**src/rtl/decoder_arbiter_pkg.sv**
```systemverilog
// Shared definitions for the decoder arbiter: FSM encodings, decoder enable
// codes and a one-hot helper.
package decoder_arbiter_pkg;

    typedef enum logic [1:0] {
        IDLE  = 2'd0,
        GRANT = 2'd1,
        GAP   = 2'd2
    } state_e;

    localparam logic [1:0] ENA_ON  = 2'b10;
    localparam logic [1:0] ENA_OFF = 2'b11;

    localparam int unsigned NUM_REQ   = 8;
    localparam int unsigned IDX_W     = 3;
    localparam int unsigned HOLD_W    = 8;
    localparam int unsigned GAP_W     = 4;

    function automatic logic [NUM_REQ-1:0] onehot8(input logic [IDX_W-1:0] idx);
        logic [NUM_REQ-1:0] vec;
        vec = '0;
        vec[idx] = 1'b1;
        return vec;
    endfunction

endpackage

```
**src/rtl/decoder_arbiter_rr_pick8.sv**
```systemverilog
// Round-robin picker: first set request at or after ptr, wrapping 7->0.
module rr_pick8
    import decoder_arbiter_pkg::*;
(
    input  logic [NUM_REQ-1:0] req,
    input  logic [IDX_W-1:0]   ptr,
    output logic               valid,
    output logic [IDX_W-1:0]   idx
);

    logic [IDX_W-1:0] cand;

    // Walk from the farthest offset down so the nearest hit wins.
    always_comb begin
        valid = 1'b0;
        idx   = ptr;
        cand  = ptr;
        for (int k = NUM_REQ - 1; k >= 0; k--) begin
            cand = ptr + IDX_W'(k);
            if (req[cand]) begin
                valid = 1'b1;
                idx   = cand;
            end
        end
    end

endmodule

```
**src/rtl/decoder_arbiter.sv**
```systemverilog
// Round-robin arbiter sharing one 3-to-8 decoder among 8 requesters, with a
// bounded hold per grant and a mandatory disabled gap between grants.
//
// state | meaning
// IDLE  | decoder disabled, waiting for any request
// GRANT | decoder enabled on oSel, holdCnt counting toward MAX_HOLD
// GAP   | decoder disabled, gapCnt counting toward GAP_CYCLES
module decoder_arbiter
    import decoder_arbiter_pkg::*;
#(
    parameter int unsigned MAX_HOLD   = 16,
    parameter int unsigned GAP_CYCLES = 1
)(
    input  logic               clk,
    input  logic               reset,
    input  logic [NUM_REQ-1:0] iReq,
    output logic [IDX_W-1:0]   oSel,
    output logic [1:0]         oEna,
    output logic [NUM_REQ-1:0] oGrant,
    output logic               oBusy,
    output logic               oTimeout
);

    localparam logic [HOLD_W-1:0] HOLD_LAST = HOLD_W'(MAX_HOLD - 1);
    localparam logic [GAP_W-1:0]  GAP_LAST  = GAP_W'(GAP_CYCLES - 1);

    state_e              state_q, state_d;
    logic [IDX_W-1:0]    ptr_q, ptr_d;
    logic [HOLD_W-1:0]   hold_cnt_q, hold_cnt_d;
    logic [GAP_W-1:0]    gap_cnt_q, gap_cnt_d;
    logic [IDX_W-1:0]    sel_q, sel_d;
    logic [1:0]          ena_q, ena_d;
    logic [NUM_REQ-1:0]  grant_q, grant_d;
    logic                busy_q, busy_d;
    logic                timeout_q, timeout_d;

    logic                pick_valid;
    logic [IDX_W-1:0]    pick_idx;
    logic                req_held;
    logic                hold_done;
    logic                grant_release;
    logic                gap_done;
    logic                grant_start;

    rr_pick8 u_pick (
        .req   (iReq),
        .ptr   (ptr_q),
        .valid (pick_valid),
        .idx   (pick_idx)
    );

    // The last gap cycle arbitrates exactly like IDLE, so a waiting requester
    // sees only GAP_CYCLES disabled cycles between grants.
    assign req_held      = iReq[sel_q];
    assign hold_done     = (hold_cnt_q == HOLD_LAST);
    assign grant_release = (state_q == GRANT) && (!req_held || hold_done);
    assign gap_done      = (state_q == GAP) && (gap_cnt_q == GAP_LAST);
    assign grant_start   = ((state_q == IDLE) || gap_done) && pick_valid;

    always_ff @(posedge clk) begin
        if (reset) begin
            state_q    <= IDLE;
            ptr_q      <= '0;
            hold_cnt_q <= '0;
            gap_cnt_q  <= '0;
            sel_q      <= '0;
            ena_q      <= ENA_OFF;
            grant_q    <= '0;
            busy_q     <= 1'b0;
            timeout_q  <= 1'b0;
        end else begin
            state_q    <= state_d;
            ptr_q      <= ptr_d;
            hold_cnt_q <= hold_cnt_d;
            gap_cnt_q  <= gap_cnt_d;
            sel_q      <= sel_d;
            ena_q      <= ena_d;
            grant_q    <= grant_d;
            busy_q     <= busy_d;
            timeout_q  <= timeout_d;
        end
    end

    always_comb begin
        state_d    = state_q;
        ptr_d      = ptr_q;
        hold_cnt_d = hold_cnt_q;
        gap_cnt_d  = gap_cnt_q;
        unique case (state_q)
            IDLE: begin
                if (grant_start) begin
                    state_d    = GRANT;
                    hold_cnt_d = '0;
                end
            end
            GRANT: begin
                hold_cnt_d = hold_cnt_q + 1'b1;
                if (grant_release) begin
                    state_d   = GAP;
                    ptr_d     = sel_q + 1'b1;
                    gap_cnt_d = '0;
                end
            end
            GAP: begin
                gap_cnt_d = gap_cnt_q + 1'b1;
                if (grant_start) begin
                    state_d    = GRANT;
                    hold_cnt_d = '0;
                end else if (gap_done) begin
                    state_d = IDLE;
                end
            end
            default: begin
                state_d = IDLE;
            end
        endcase
    end

    always_comb begin
        sel_d     = sel_q;
        ena_d     = ena_q;
        grant_d   = grant_q;
        busy_d    = busy_q;
        timeout_d = 1'b0;
        if (grant_start) begin
            sel_d   = pick_idx;
            ena_d   = ENA_ON;
            grant_d = onehot8(pick_idx);
            busy_d  = 1'b1;
        end else begin
            unique case (state_q)
                GRANT: begin
                    busy_d = 1'b1;
                    if (grant_release) begin
                        ena_d     = ENA_OFF;
                        grant_d   = '0;
                        // A drop coinciding with the limit counts as a drop.
                        timeout_d = req_held;
                    end
                end
                GAP: begin
                    ena_d   = ENA_OFF;
                    grant_d = '0;
                    busy_d  = !gap_done;
                end
                default: begin
                    ena_d   = ENA_OFF;
                    grant_d = '0;
                    busy_d  = 1'b0;
                end
            endcase
        end
    end

    assign oSel     = sel_q;
    assign oEna     = ena_q;
    assign oGrant   = grant_q;
    assign oBusy    = busy_q;
    assign oTimeout = timeout_q;

endmodule
```
**config.mk**
```make
export PLATFORM = sky130hd
export DESIGN_NAME = decoder_arbiter
export DESIGN_NICKNAME = d
export VERILOG_FILES = /design/src/rtl/decoder_arbiter_pkg.sv /design/src/rtl/decoder_arbiter_rr_pick8.sv /design/src/rtl/decoder_arbiter.sv
export SDC_FILE = /design/constraint.sdc
export NUM_CORES = 1
export LEC_CHECK = 0
export CAP_MARGIN = 20
export CORE_AREA = 10 10 87 89
export CTS_CLUSTER_DIAMETER = 50
export DETAILED_ROUTE_END_ITERATION = 6
export DIE_AREA = 0 0 97 99
export PLACE_DENSITY = 0.71
export SLEW_MARGIN = 30
export SYNTH_ARGS = -nofsm -noshare
export SYNTH_HDL_FRONTEND = slang
export SYNTH_SLANG_ARGS = --single-unit
```
**constraint.sdc**
```tcl
create_clock -name clk -period 4.3 [get_ports clk]
set_clock_uncertainty 0.05 [all_clocks]
set_input_delay 1.29 -clock clk [delete_from_list [all_inputs] [get_ports clk]]
set_output_delay 1.29 -clock clk [all_outputs]
set_load 0.005 [all_outputs]
```
==> metrics.cfg <==
[layout]
final_common_cell = dfxtp_1
utilization = 0.516
fin_nets = 325
area_growth_pct = 18.6
layout_common_cells = dfxtp_1 (31), nor2_1 (24), clkdlybuf4s50_1 (23), nand2_1 (21), mux2i_1 (18)
n_antenna_cell = 0
layout-drive-gt1-share = 0.200

[placed_design]
io_buffer_count = 23
pre_cts_ws_ns = 0.0168
place_congestion = 0.910
place_hpwl_um = 4710

[sta]
fmax_ghz = 0.248
setup_viol = 0
setup_tns_ns = 0
worst_slew_pin_slew_ns = 0.618
setup_ws_ns = 0.276
timing.final.crit_share = 0.936
min_period_ns = 4.02
rsz0062_at_grt = false
slew_viol_final = 0
max_slew_margin = 0.587
hold_viol_final = 0

[die]
initial_core_util = 0.435
row_count = 28
die_area_um2 = 9600
io_pins = 25
die_w_um = 97
core_area_um2 = 5850
die_h_um = 99

[min_path]
hold_depth = 1
hp-class = register to register

[setup_path]
critical_path.max_fanout = 10
cp_top_family = compound AO/OA/AOI/OAI gates
regToRegSetupSlack_ns = 0.91
crit_chain = clkdlybuf4s50_1 -> mux4_1 -> mux2_2 -> a211o_1 -> o41ai_2 -> buf_4 -> o21ai_1 -> a311oi_1
reg2regPathDepth = 9
critPathKind = input port to register
crit_buf_inv = 2
arrival_ns = 4.16
end_kind = register
path_depth = 8
cp-start-kind = input port
slowest_stage = mux4_1
cp_slowest_stage_delay_ns = 0.62
critPathRequiredTime_ns = 4.44

[pwr]
p_leak_nw = 1.11
ir_worst_vdd_mv = 0.365
power.density_nw_per_um2 = 660

[synth]
synth_edf_count = 0
syn_inst = 274
ys.flop_type = dfxtp_1
avgSynthCellArea_um2 = 9.29
ys_ff_latch = 31
yosysUniqueCellTypes = 67
netlist_area_um2 = 2540
yosysWarnings = 0
yosysSeqAreaShare = 0.244
async_reset_ff_frac = 0
syn_nets = 295

[drt]
firstDrtPassIters = 4
drtIter0Drc = 170
ant_nets = 0
wirelength_um = 6140
routedWlPerCell_um = 16.2
route.vias.total = 2251
avgViaCountPerCell = 5.92
drc = 0

[cts]
cts.sinks = 31
root_buffer = clkbuf_8
clk_path_buf_depth = 2
clkLatencyLatePin_ns = 0.29
htreeDepth = 2
cts_tree = built
path_clk_slew_ns = 0.07
postCtsSetupBuffers = 0
postCtsHoldBufs = 0
post_cts_resized = 0
numCtsBuffers = 5

[global_routing]
grt.overflow.total = 0
grt_pass1_vias = 2169
grtUsageTotal = 0.125
grt_max_degree = 22
grt_pass1_wl_um = 10400
antenna_found_initial = 0

[job]
maxCapViolations = 0

[outcome]
outcome = finished clean

-- routing by layer --
metal  global-route usage  part of all wire
met4               0.0363            0.0086
met2                0.203              0.46
met3               0.0321             0.062
met5                    0                 0
met1                0.159              0.47
-- worst register-to-register path: cells and delay by family (launching register included) --
kind / cells / cell delay, ns
buffers and inverters: 2 / 0.29
adders and majority gates: 1 / 0.52
AOI/OAI and AO/OA: 4 / 1.21
muxes: 2 / 0.88
DFF: 1 / 0.35
-- cell usage after synthesis, types with 3 or more instances --
library cell | number | area (µm²)
mux2i_1 | 18 | 180
nand3_1 | 10 | 50.1
buf_2 | 4 | 20.0
clkbuf_1 | 6 | 22.5
nor2_1 | 24 | 90.1
a32o_1 | 6 | 60.1
nor3_1 | 5 | 25.0
a22o_1 | 4 | 35.0
a311oi_1 | 5 | 43.8
nand2_1 | 21 | 78.8
nor2b_1 | 3 | 18.8
ha_1 | 11 | 138
o21ai_0 | 5 | 25.0
dfxtp_1 | 31 | 621
a22oi_1 | 3 | 22.5
a211oi_1 | 3 | 22.5
a21oi_1 | 16 | 80.1
buf_4 | 5 | 37.5
mux4_2 | 12 | 270
o21ai_1 | 3 | 15.0
inv_1 | 7 | 26.3
and3_1 | 4 | 25.0
mux2_2 | 13 | 146
a31oi_1 | 4 | 25.0
-- worst paths after layout --
kind | start | to
min | oGrant[7] | oGrant[7]
max | iReq[6] | hold_cnt_q[5]
max reg2reg | ptr_q[0] | hold_cnt_q[5]
min reg2reg | oGrant[7] | oGrant[7]
-- per-stage QoR --
stage / hold slack, ns / cell area (µm²) / cells / power (mW)
2_1_floorplan: 0.389 / 2540 / 274 / 1.34
3_3_place_gp: 0.401 / 2900 / 372 / 1.67
3_5_place_dp: 0.407 / 2900 / 372 / 1.69
4_1_cts: 0.422 / 3020 / 380 / 1.99
5_1_grt: 0.443 / 3020 / 380 / 2.16
6_report: 0.419 / 3020 / 380 / 1.99
-- kinds of logic (layout without fill, tap and decap cells) --
family | after synthesis | in the layout | share of synthesized area
AO/OA/AOI/OAI | 69 | 69 | 0.201
XOR/XNOR | 4 | 4 | 0.0138
adder cells (fa/ha/maj) | 11 | 11 | 0.0541
buffers and inverters | 26 | 57 | 0.0511
flip-flops | 31 | 31 | 0.244
multiplexers | 48 | 48 | 0.270
other | 1 | 1 | 0.00147
AND/OR/NAND/NOR | 84 | 84 | 0.165
-- power by group --
part | internal [mW] | total (mW) | switching (mW)
sequential | 0.346 | 0.426 | 0.0803
combinational | 0.621 | 1.27 | 0.649
clock | 0.187 | 0.297 | 0.110
total | 1.15 | 1.99 | 0.839
-- registers in the layout (all words and copies together) (netlist names) --
| register | cells |
|---|---|
| oSel | 3 |
| gap_cnt_q | 4 |
| oBusy | 1 |
| oGrant | 8 |
| hold_cnt_q | 8 |
| oEna | 1 |
| ptr_q | 3 |
| oTimeout | 1 |
| state_q | 2 |
-- final cells by class --
| class | instances | area [µm²] |
|---|---|---|
| clock inverters | 2 | 35.0 |
| well taps | 75 | 93.8 |
| clock buffers | 6 | 82.6 |
| flip-flops and latches | 31 | 621 |
| repair buffers | 40 | 358 |
| fillers | 532 | 2830 |
| multi-input cells | 217 | 1790 |
| inverters | 9 | 33.8 |
Power figures use the tool's default switching activity.
